## src/rtl/fix_tx_serializer_if.sv

```systemverilog
// FIFO read port and byte-wide transmit handshake of the FIX message serializer.
// The master modport is the serializer; the slave modport is its FIFO/transmit environment.
interface fix_tx_serializer_if #(
    parameter int unsigned DATA_WIDTH = 32
);
    logic                  empty_i;
    logic [DATA_WIDTH-1:0] data_i;
    logic                  rd_cs_o;
    logic                  rd_en_o;
    logic [7:0]            tx_data_o;
    logic                  tx_valid_o;
    logic                  tx_ready_i;
    logic                  tx_last_o;
    logic                  busy_o;
    logic                  msg_done_o;
    logic [7:0]            checksum_o;

    modport master (
        input  empty_i, data_i, tx_ready_i,
        output rd_cs_o, rd_en_o, tx_data_o, tx_valid_o, tx_last_o,
               busy_o, msg_done_o, checksum_o
    );

    modport slave (
        output empty_i, data_i, tx_ready_i,
        input  rd_cs_o, rd_en_o, tx_data_o, tx_valid_o, tx_last_o,
               busy_o, msg_done_o, checksum_o
    );
endinterface

```

## src/rtl/fix_tx_serializer.sv

```systemverilog
// Pops length-prefixed FIX message words from the FIFO, emits them big-endian as bytes
// and appends the "10=NNN<SOH>" checksum trailer.
module fix_tx_serializer #(
    parameter int unsigned DATA_WIDTH = 32,
    parameter int unsigned LEN_WIDTH  = 16,
    parameter logic [7:0]  SOH        = 8'h01
) (
    input logic                 clk,
    input logic                 rst,
    fix_tx_serializer_if.master bus
);

    typedef enum logic [2:0] {
        IDLE,
        HDR_RD,
        HDR_WAIT,
        PAY_RD,
        PAY_WAIT,
        SEND,
        TRL
    } state_t;

    state_t                state;
    logic                  rd_en_q;
    logic [DATA_WIDTH-1:0] word_q;
    logic [LEN_WIDTH-1:0]  remaining;
    logic [1:0]            byte_idx;
    logic [2:0]            trl_idx;
    logic [7:0]            checksum;
    logic [7:0]            trl_byte;
    logic [7:0]            dig_hund;
    logic [7:0]            dig_tens;
    logic [7:0]            dig_ones;
    logic                  accept;

    assign bus.rd_en_o = rd_en_q;
    assign bus.rd_cs_o = rd_en_q;
    assign accept      = bus.tx_valid_o && bus.tx_ready_i;

    // trl_idx always names the trailer byte to present after the current one is accepted.
    always_comb begin
        dig_hund = checksum / 8'd100;
        dig_tens = (checksum / 8'd10) % 8'd10;
        dig_ones = checksum % 8'd10;
        trl_byte = SOH;
        case (trl_idx)
            3'd0:    trl_byte = 8'h31;
            3'd1:    trl_byte = 8'h30;
            3'd2:    trl_byte = 8'h3D;
            3'd3:    trl_byte = 8'h30 + dig_hund;
            3'd4:    trl_byte = 8'h30 + dig_tens;
            3'd5:    trl_byte = 8'h30 + dig_ones;
            default: trl_byte = SOH;
        endcase
    end

    always_ff @(posedge clk) begin
        if (rst) begin
            state          <= IDLE;
            rd_en_q        <= 1'b0;
            word_q         <= '0;
            remaining      <= '0;
            byte_idx       <= '0;
            trl_idx        <= '0;
            checksum       <= '0;
            bus.tx_data_o  <= '0;
            bus.tx_valid_o <= 1'b0;
            bus.tx_last_o  <= 1'b0;
            bus.busy_o     <= 1'b0;
            bus.msg_done_o <= 1'b0;
            bus.checksum_o <= '0;
        end else begin
            bus.msg_done_o <= 1'b0;
            case (state)
                IDLE: begin
                    if (!bus.empty_i) begin
                        rd_en_q    <= 1'b1;
                        bus.busy_o <= 1'b1;
                        state      <= HDR_RD;
                    end
                end
                HDR_RD: begin
                    rd_en_q <= 1'b0;
                    state   <= HDR_WAIT;
                end
                HDR_WAIT: begin
                    remaining <= bus.data_i[LEN_WIDTH-1:0];
                    checksum  <= '0;
                    if (bus.data_i[LEN_WIDTH-1:0] == '0) begin
                        bus.tx_data_o  <= 8'h31;
                        bus.tx_valid_o <= 1'b1;
                        trl_idx        <= 3'd1;
                        state          <= TRL;
                    end else begin
                        rd_en_q <= !bus.empty_i;
                        state   <= PAY_RD;
                    end
                end
                // A pop may already be in flight on entry; otherwise wait here for data.
                PAY_RD: begin
                    if (rd_en_q) begin
                        rd_en_q <= 1'b0;
                        state   <= PAY_WAIT;
                    end else if (!bus.empty_i) begin
                        rd_en_q <= 1'b1;
                    end
                end
                PAY_WAIT: begin
                    word_q         <= bus.data_i;
                    byte_idx       <= '0;
                    bus.tx_data_o  <= bus.data_i[DATA_WIDTH-1 -: 8];
                    bus.tx_valid_o <= 1'b1;
                    state          <= SEND;
                end
                SEND: begin
                    if (accept) begin
                        checksum  <= checksum + bus.tx_data_o;
                        remaining <= remaining - LEN_WIDTH'(1);
                        if (remaining == LEN_WIDTH'(1)) begin
                            bus.tx_data_o <= 8'h31;
                            trl_idx       <= 3'd1;
                            state         <= TRL;
                        end else if (byte_idx == 2'd3) begin
                            bus.tx_valid_o <= 1'b0;
                            rd_en_q        <= !bus.empty_i;
                            state          <= PAY_RD;
                        end else begin
                            byte_idx      <= byte_idx + 2'd1;
                            bus.tx_data_o <= word_q[DATA_WIDTH-9 -: 8];
                            word_q        <= {word_q[DATA_WIDTH-9:0], 8'h00};
                        end
                    end
                end
                TRL: begin
                    if (accept) begin
                        if (bus.tx_last_o) begin
                            bus.tx_valid_o <= 1'b0;
                            bus.tx_last_o  <= 1'b0;
                            bus.busy_o     <= 1'b0;
                            bus.msg_done_o <= 1'b1;
                            bus.checksum_o <= checksum;
                            state          <= IDLE;
                        end else begin
                            bus.tx_data_o <= trl_byte;
                            bus.tx_last_o <= (trl_idx == 3'd6);
                            trl_idx       <= trl_idx + 3'd1;
                        end
                    end
                end
                default: state <= IDLE;
            endcase
        end
    end

endmodule

```

## src/flat_wrapper.sv

```systemverilog
// flat-port wrapper written by rule: the top's interface ports become plain ports
module fix_tx_serializer_flat 
#(
    parameter int unsigned DATA_WIDTH = 32,
    parameter int unsigned LEN_WIDTH  = 16,
    parameter logic [7:0]  SOH        = 8'h01
)
  (clk, rst, bus_empty_i, bus_data_i, bus_tx_ready_i, bus_rd_cs_o, bus_rd_en_o, bus_tx_data_o, bus_tx_valid_o, bus_tx_last_o, bus_busy_o, bus_msg_done_o, bus_checksum_o);
  fix_tx_serializer_if #(.DATA_WIDTH(DATA_WIDTH)) bus_i ();
  input logic clk;
  input logic rst;
  input wire logic [$bits(bus_i.empty_i)-1:0] bus_empty_i;
  input wire logic [$bits(bus_i.data_i)-1:0] bus_data_i;
  input wire logic [$bits(bus_i.tx_ready_i)-1:0] bus_tx_ready_i;
  output wire logic [$bits(bus_i.rd_cs_o)-1:0] bus_rd_cs_o;
  output wire logic [$bits(bus_i.rd_en_o)-1:0] bus_rd_en_o;
  output wire logic [$bits(bus_i.tx_data_o)-1:0] bus_tx_data_o;
  output wire logic [$bits(bus_i.tx_valid_o)-1:0] bus_tx_valid_o;
  output wire logic [$bits(bus_i.tx_last_o)-1:0] bus_tx_last_o;
  output wire logic [$bits(bus_i.busy_o)-1:0] bus_busy_o;
  output wire logic [$bits(bus_i.msg_done_o)-1:0] bus_msg_done_o;
  output wire logic [$bits(bus_i.checksum_o)-1:0] bus_checksum_o;
  assign bus_i.empty_i = bus_empty_i;
  assign bus_i.data_i = bus_data_i;
  assign bus_i.tx_ready_i = bus_tx_ready_i;
  assign bus_rd_cs_o = bus_i.rd_cs_o;
  assign bus_rd_en_o = bus_i.rd_en_o;
  assign bus_tx_data_o = bus_i.tx_data_o;
  assign bus_tx_valid_o = bus_i.tx_valid_o;
  assign bus_tx_last_o = bus_i.tx_last_o;
  assign bus_busy_o = bus_i.busy_o;
  assign bus_msg_done_o = bus_i.msg_done_o;
  assign bus_checksum_o = bus_i.checksum_o;
  fix_tx_serializer #(.DATA_WIDTH(DATA_WIDTH), .LEN_WIDTH(LEN_WIDTH), .SOH(SOH)) u_core (.clk(clk), .rst(rst), .bus(bus_i));
endmodule
```

## config.mk

```make
export PLATFORM = sky130hd
export DESIGN_NAME = fix_tx_serializer_flat
export DESIGN_NICKNAME = d
export VERILOG_FILES = /design/src/rtl/fix_tx_serializer_if.sv /design/src/rtl/fix_tx_serializer.sv /design/src/flat_wrapper.sv
export SDC_FILE = /design/constraint.sdc
export NUM_CORES = 1
export LEC_CHECK = 0
export CAP_MARGIN = 5
export CORE_MARGIN = 1
export CORE_UTILIZATION = 47
export DETAILED_ROUTE_END_ITERATION = 10
export GPL_ROUTABILITY_DRIVEN = 1
export PLACE_DENSITY = 0.68
export SLEW_MARGIN = 20
export SYNTH_ARGS = -nofsm -noshare
export SYNTH_HDL_FRONTEND = slang
export SYNTH_SLANG_ARGS = --single-unit
export TNS_END_PERCENT = 5
```

## constraint.sdc

```tcl
create_clock -name clk -period 4.6 [get_ports clk]
set_input_delay 0.69 -clock clk [delete_from_list [all_inputs] [get_ports clk]]
set_output_delay 0.69 -clock clk [all_outputs]
set_load 0.005 [all_outputs]
```

==> summary by stage <==
Route
Dividing the detail-routed via count by the number of cells gives 6.08. The initial DRC count is 327. In the final routed layout, each cell accounts on average for 17.1 µm.

The routed via count is 5467. After detailed routing, the number of remaining DRC violations is 0. The first detailed-routing pass took 6 iterations. The remaining antenna violation count after routing is 0.

The final layout contains routed wiring with a total length of 15.4 mm.

Die
The die extent in y is 108 µm. The die outline width is 108 µm. During I/O placement, the number of pins put on the boundary was 58. The area enclosed by the die boundary is 0.0116 mm².

The floorplan row count is 38. The core region is 0.0108 mm². The initial standard-cell utilization of the core is 48.3%.

Critical path
The worst setup path is captured at a flip-flop. Broken down by cell family, the worst path's largest delay share belongs to compound AO/OA/AOI/OAI gates. For this run, the slowest stage of the critical path takes 0.57 ns. The maximum net fanout on the critical path is 23.

Traced cell by cell, the critical path runs through nand2b_1 -> o2bb2ai_1 -> a31oi_2 -> ha_1 -> o2111ai_2 -> o21ai_0 -> xnor2_1 -> ha_1 -> a21oi_1 -> o21ai_0 -> a221oi_1 -> nand2_1 -> a211o_1 -> a21oi_2 -> o311a_1 -> o22ai_1. STA puts the critical path data required time at 4.84 ns. STA classifies the critical path startpoint as a flip-flop. The setup check on the worst reg-to-reg path leaves a slack of 0.48 ns. At the worst endpoint, the arrival time is 4.36 ns. The critical path contains buffers and inverters numbering 0 combined. The type of the setup path with the least slack is flip-flop to flip-flop. The critical path's slowest cell is sky130_fd_sc_hd__dfxtp_2.

STA
Measured against its own limit, the worst slew margin works out to 32.4%. The final number of max-transition violations was 0. The worst-case setup margin in the final layout is 0.481 ns. The final worst hold slack is 0.455 ns. The highest clock rate is 243 MHz. The slew at the pin with the worst max-slew slack is 1.01 ns. The sum of negative setup slack is 0 ns. Setup violations remaining at the end of the flow were counted as 0. On the final layout, the worst clock skew is 0.0123 ns. The number of endpoints with negative hold slack in the final report is 0.

For the finished layout, the period the worst path requires is 4.12 ns. Setup repair after global routing left no endpoint under its margin. The worst path uses 89.5% of the clock period.

Placement
The placer congestion estimate is 0.846. The number of input and output port buffers inserted is 57. The number of instances in the placed design is 883. After detailed placement, the total cell area comes to 0.00586 mm².

Timing analysis after detailed placement gives a worst setup slack of 0.286 ns. Summed over all nets, the half-perimeter wirelength after detailed placement is 11.2 mm.

Clocking
The maximum clock insertion buffer count is 2. The number of clock sinks seen by CTS is 77. TritonCTS built the clock tree. TritonCTS created 9 clock buffers. Clock latency on the worst-skew pair, taken at its later pin, is 0.37 ns. The number of buffers added to fix hold violations after cts is 0. Clock tree synthesis selected as its root buffer the cell sky130_fd_sc_hd__clkbuf_8. The H-tree was split into 3 levels. After clock tree synthesis, the clock-pin slew on the worst setup and hold paths is 0.09 ns.

GRT
After global routing the overflow that remains totals 0. The number of antenna violations at the first check in global routing was 0. Entering global routing, the biggest net connects 78 pins.

The number of global-route vias before repair is 4996. The first global-routing pass estimated 24.5 mm of wire. Global routing used 27.0% of the available tracks across all layers.

Cells and area
In the final layout, the share of cells above drive strength 1 is 7.11%. The commonest non-fill, non-tap cell in the layout is sky130_fd_sc_hd__nand2_1. For this run, the post-layout net count is 810.

The finished layout holds 899 standard cells, fillers aside. The final core area utilization is 55.9%. The final antenna diode count is 0. Summing all non-filler instances in the final layout gives an area of 0.00605 mm². Relative to the synthesized area, the layout overhead comes to 15.6%. Leaving out fill and tap cells, the most frequent cells in the layout are sky130_fd_sc_hd__nand2_1 (114), sky130_fd_sc_hd__nor2_1 (80), sky130_fd_sc_hd__dfxtp_1 (75), sky130_fd_sc_hd__a21oi_1 (65), sky130_fd_sc_hd__clkdlybuf4s50_1 (56).

Synth
The synthesized design contains 77 register bits. The portion of the post-synthesis area used by sequential elements is 29.4%. For this run, asynchronously set or reset flops after synthesis account for 0%. Among all flip-flop cells after synthesis, the most frequent one is sky130_fd_sc_hd__dfxtp_1. The net count of the mapped netlist is 775. Counting distinct cell types in the post-synthesis netlist gives 74. The instance count of the mapped netlist is 719.

The synthesized area divided by synthesized cell count is 7.28 µm². The synthesized area is 0.00524 mm². The number of synthesized flops with an enable pin is 0.

The number of warnings printed during yosys synthesis is 0.

Power and ir drop
The static power due to leakage is 2.10 nW. The completed layout was analyzed and its total power is 2.54 mW. Across the VDD grid, the largest voltage drop is 0.242 mV.

For this design the ratio of total power to cell area is 419 mW/mm².

Worst hold path
The type of the tightest min-delay check is flip-flop to flip-flop.

Status
The flow ran to the end, and the final reports show no timing, DRC or antenna violations.

Job
The total of max-cap violations is 0.
==> cell families (layout without fill, tap and decap cells) <==
logic type	count (synthesis)	count (layout)	share of synthesized area, %
buffers and inverters	72	112	6.33
adder cells (fa/ha/maj)	21	21	5.11
multiplexers	2	2	0.382
AO/OA/AOI/OAI	237	237	30.6
XOR/XNOR	16	16	2.68
flip-flops	77	77	29.4
AND/OR/NAND/NOR	294	294	25.4
==> synth_stat cells, types with 9 or more instances <==
master	number	area, µm²
sky130_fd_sc_hd__a21oi_1	65	325
sky130_fd_sc_hd__nand2_1	114	428
sky130_fd_sc_hd__xnor2_1	11	96.3
sky130_fd_sc_hd__o21ai_0	42	210
sky130_fd_sc_hd__o22ai_1	9	56.3
sky130_fd_sc_hd__nor3_1	14	70.1
sky130_fd_sc_hd__ha_1	19	238
sky130_fd_sc_hd__a311oi_1	16	140
sky130_fd_sc_hd__a22oi_1	21	158
sky130_fd_sc_hd__dfxtp_1	77	1540
sky130_fd_sc_hd__inv_1	21	78.8
sky130_fd_sc_hd__nand3_1	25	125
sky130_fd_sc_hd__a211oi_1	16	120
sky130_fd_sc_hd__clkbuf_1	37	139
sky130_fd_sc_hd__nor2_1	81	304
==> tightest hold or removal path: cells and delay by family, from the launching register on <==
kind / cells / cell delay (ns)
and+or+nand+nor: 1 / 0.05
AOI/OAI and AO/OA: 1 / 0.05
DFF: 1 / 0.31
==> sequential cells by signal, indices dropped and copies added, names as in the netlist <==
register	flops
u_core.bus.busy_o	1
u_core.bus.checksum_o	8
u_core.bus.msg_done_o	1
u_core.bus.rd_cs_o	1
u_core.bus.tx_data_o	8
u_core.bus.tx_last_o	1
u_core.bus.tx_valid_o	1
u_core.byte_idx	2
u_core.checksum	8
u_core.remaining	16
u_core.state	3
u_core.trl_idx	3
u_core.word_q	24
==> area by class of cell <==
class,count,area (µm²)
timing repair buffer,74,693
multi-input combinational,570,3370
clock inverter,6,55.1
inverter,22,82.6
tap,140,175
sequential,77,1540
fill,1059,4790
clock buffer,10,138
==> worst paths after layout <==
kind | start | to | depth (start not counted)
max | u_core.checksum[6]$_SDFFE_PP0P_ | u_core.bus.tx_data_o[7]$_SDFFE_PP0P_ | 16
max reg2reg | u_core.checksum[6]$_SDFFE_PP0P_ | u_core.bus.tx_data_o[7]$_SDFFE_PP0P_ | 16
min | u_core.bus.checksum_o[3]$_SDFFE_PP0P_ | u_core.bus.checksum_o[3]$_SDFFE_PP0P_ | 2
min reg2reg | u_core.bus.checksum_o[3]$_SDFFE_PP0P_ | u_core.bus.checksum_o[3]$_SDFFE_PP0P_ | 2
==> layer usage <==
layer / vias to the layer above / track usage [%] / part of all wire, % / wire length (µm)
met4: 0 / 9.30 / 1.9 / 286
met5: - / 0 / 0 / 0
met1: 2556 / 34.5 / 44 / 6690
li1: 2695 / - / - / -
met2: 197 / 45.1 / 48 / 7330
met3: 19 / 5.51 / 6.8 / 1050
==> power breakdown <==
group | switching (mW) | internal, mW | leakage (nW)
Sequential | 0.166 | 0.814 | 0.626
Combinational | 0.631 | 0.415 | 1.38
Clock | 0.290 | 0.221 | 0.0994
==> timing repair <==
action	CTS	global route
endpoints found under the setup margin	0	3
setup buffers	0	0
gates resized for setup	0	2
hold endpoints to repair	0	0
Power figures use the tool's default switching activity.
==> edit (config.mk and constraints unchanged) <==
Re-encode `state_t` (7 states) as Gray code, 3 bits wide.
--- a/src/rtl/fix_tx_serializer.sv
+++ b/src/rtl/fix_tx_serializer.sv
@@ -12,11 +12,11 @@
 
     typedef enum logic [2:0] {
-        IDLE,
-        HDR_RD,
-        HDR_WAIT,
-        PAY_RD,
-        PAY_WAIT,
-        SEND,
-        TRL
+        IDLE     = 3'b000,
+        HDR_RD   = 3'b001,
+        HDR_WAIT = 3'b011,
+        PAY_RD   = 3'b010,
+        PAY_WAIT = 3'b110,
+        SEND     = 3'b111,
+        TRL      = 3'b101
     } state_t;
 
Behaviour: same outputs for any inputs over 10 cycles, from zero or initial values and one cycle with rst high; not proved beyond that.
==> edit against the original RTL <==
- critical endpoint unchanged
- core utilization increased by 0.42 points
- synthesized area grew 0.31%
- die area is 0.30% higher
- setup slack improved by 0.029 ns
- wire length grew 3.5%
- critical path depth down 4
- via count rose by 2.9%
- final cell count rose by 0.44%
- sequential cell count unchanged
- design area rose by 1.2%
- count of clock-buffer cells in the layout down 1
Power is not compared: it rests on default switching activity, and its combinational part moved more than twofold at a synthesized area within 25%.
==> edit: results <==
{
  "status": "completed",
  "synth_xor_area_share_pct": 1.834,
  "dp.cells": 887,
  "r2r_slack_ns": 0.51,
  "nFillCells": 1051,
  "grt_max_degree": 79,
  "nClkBuffers": 9,
  "via_per_inst": 6.227,
  "synth_cell_types": 76,
  "signal_buffers": 70,
  "grt_pass1_vias": 5109,
  "fmax_ghz": 0.2445,
  "reg2reg_depth": 12,
  "grtUsageTotal_pct": 27.97,
  "use_met2_pct": 43.64,
  "cp.arrival_ns": 4.35,
  "drtIter0Drc": 515,
  "drtPass1Iterations": 8,
  "ys_top_cells_by_count": "106 x nand2_1, 81 x nor2_1, 77 x dfxtp_1, 59 x a21oi_1, 43 x o21ai_0",
  "synth_nets": 786,
  "multi_input_area_um2": 3408,
  "final_layout_size_suffix_gt1_share_pct": 6.553,
  "synthTopCellsByArea": "dfxtp_1 29%, nand2_1 7.6%, nor2_1 5.8%",
  "grtUsageMet1_pct": 37.95,
  "multi_input_comb_cells": 576
}
-- edit: changes by cell type in the layout (fill, tap and decap cells not counted), sizes merged, moves of 5 or more --
cell | before | now
a22oi | 21 | 16
nor3 | 14 | 27
nand2b | 5 | 12
a21oi | 66 | 59
o211ai | 3 | 9
nand2 | 115 | 106
a211oi | 16 | 8
-- edit: how the worst min path moves through the flow --
stage                     cells after the start                  endpoint  slack [ns]
final                                         2  u_core.bus.checksum_o[3]        0.46
after global routing                          2  u_core.bus.checksum_o[3]        0.47
after CTS                                     2  u_core.bus.checksum_o[3]        0.46
after detailed placement                      2  u_core.bus.checksum_o[3]        0.45
after global placement                        2  u_core.bus.checksum_o[6]        0.45
after floorplan                               2      u_core.remaining[11]        0.45
-- edit: metal layers --
| layer | vias to the layer above | share of wire (%) |
|---|---|---|
| met2 | 261 | 46 |
| met4 | 0 | 2.6 |
| met3 | 43 | 7.9 |
| met5 | - | 0 |
| met1 | 2614 | 44 |
| li1 | 2705 | - |
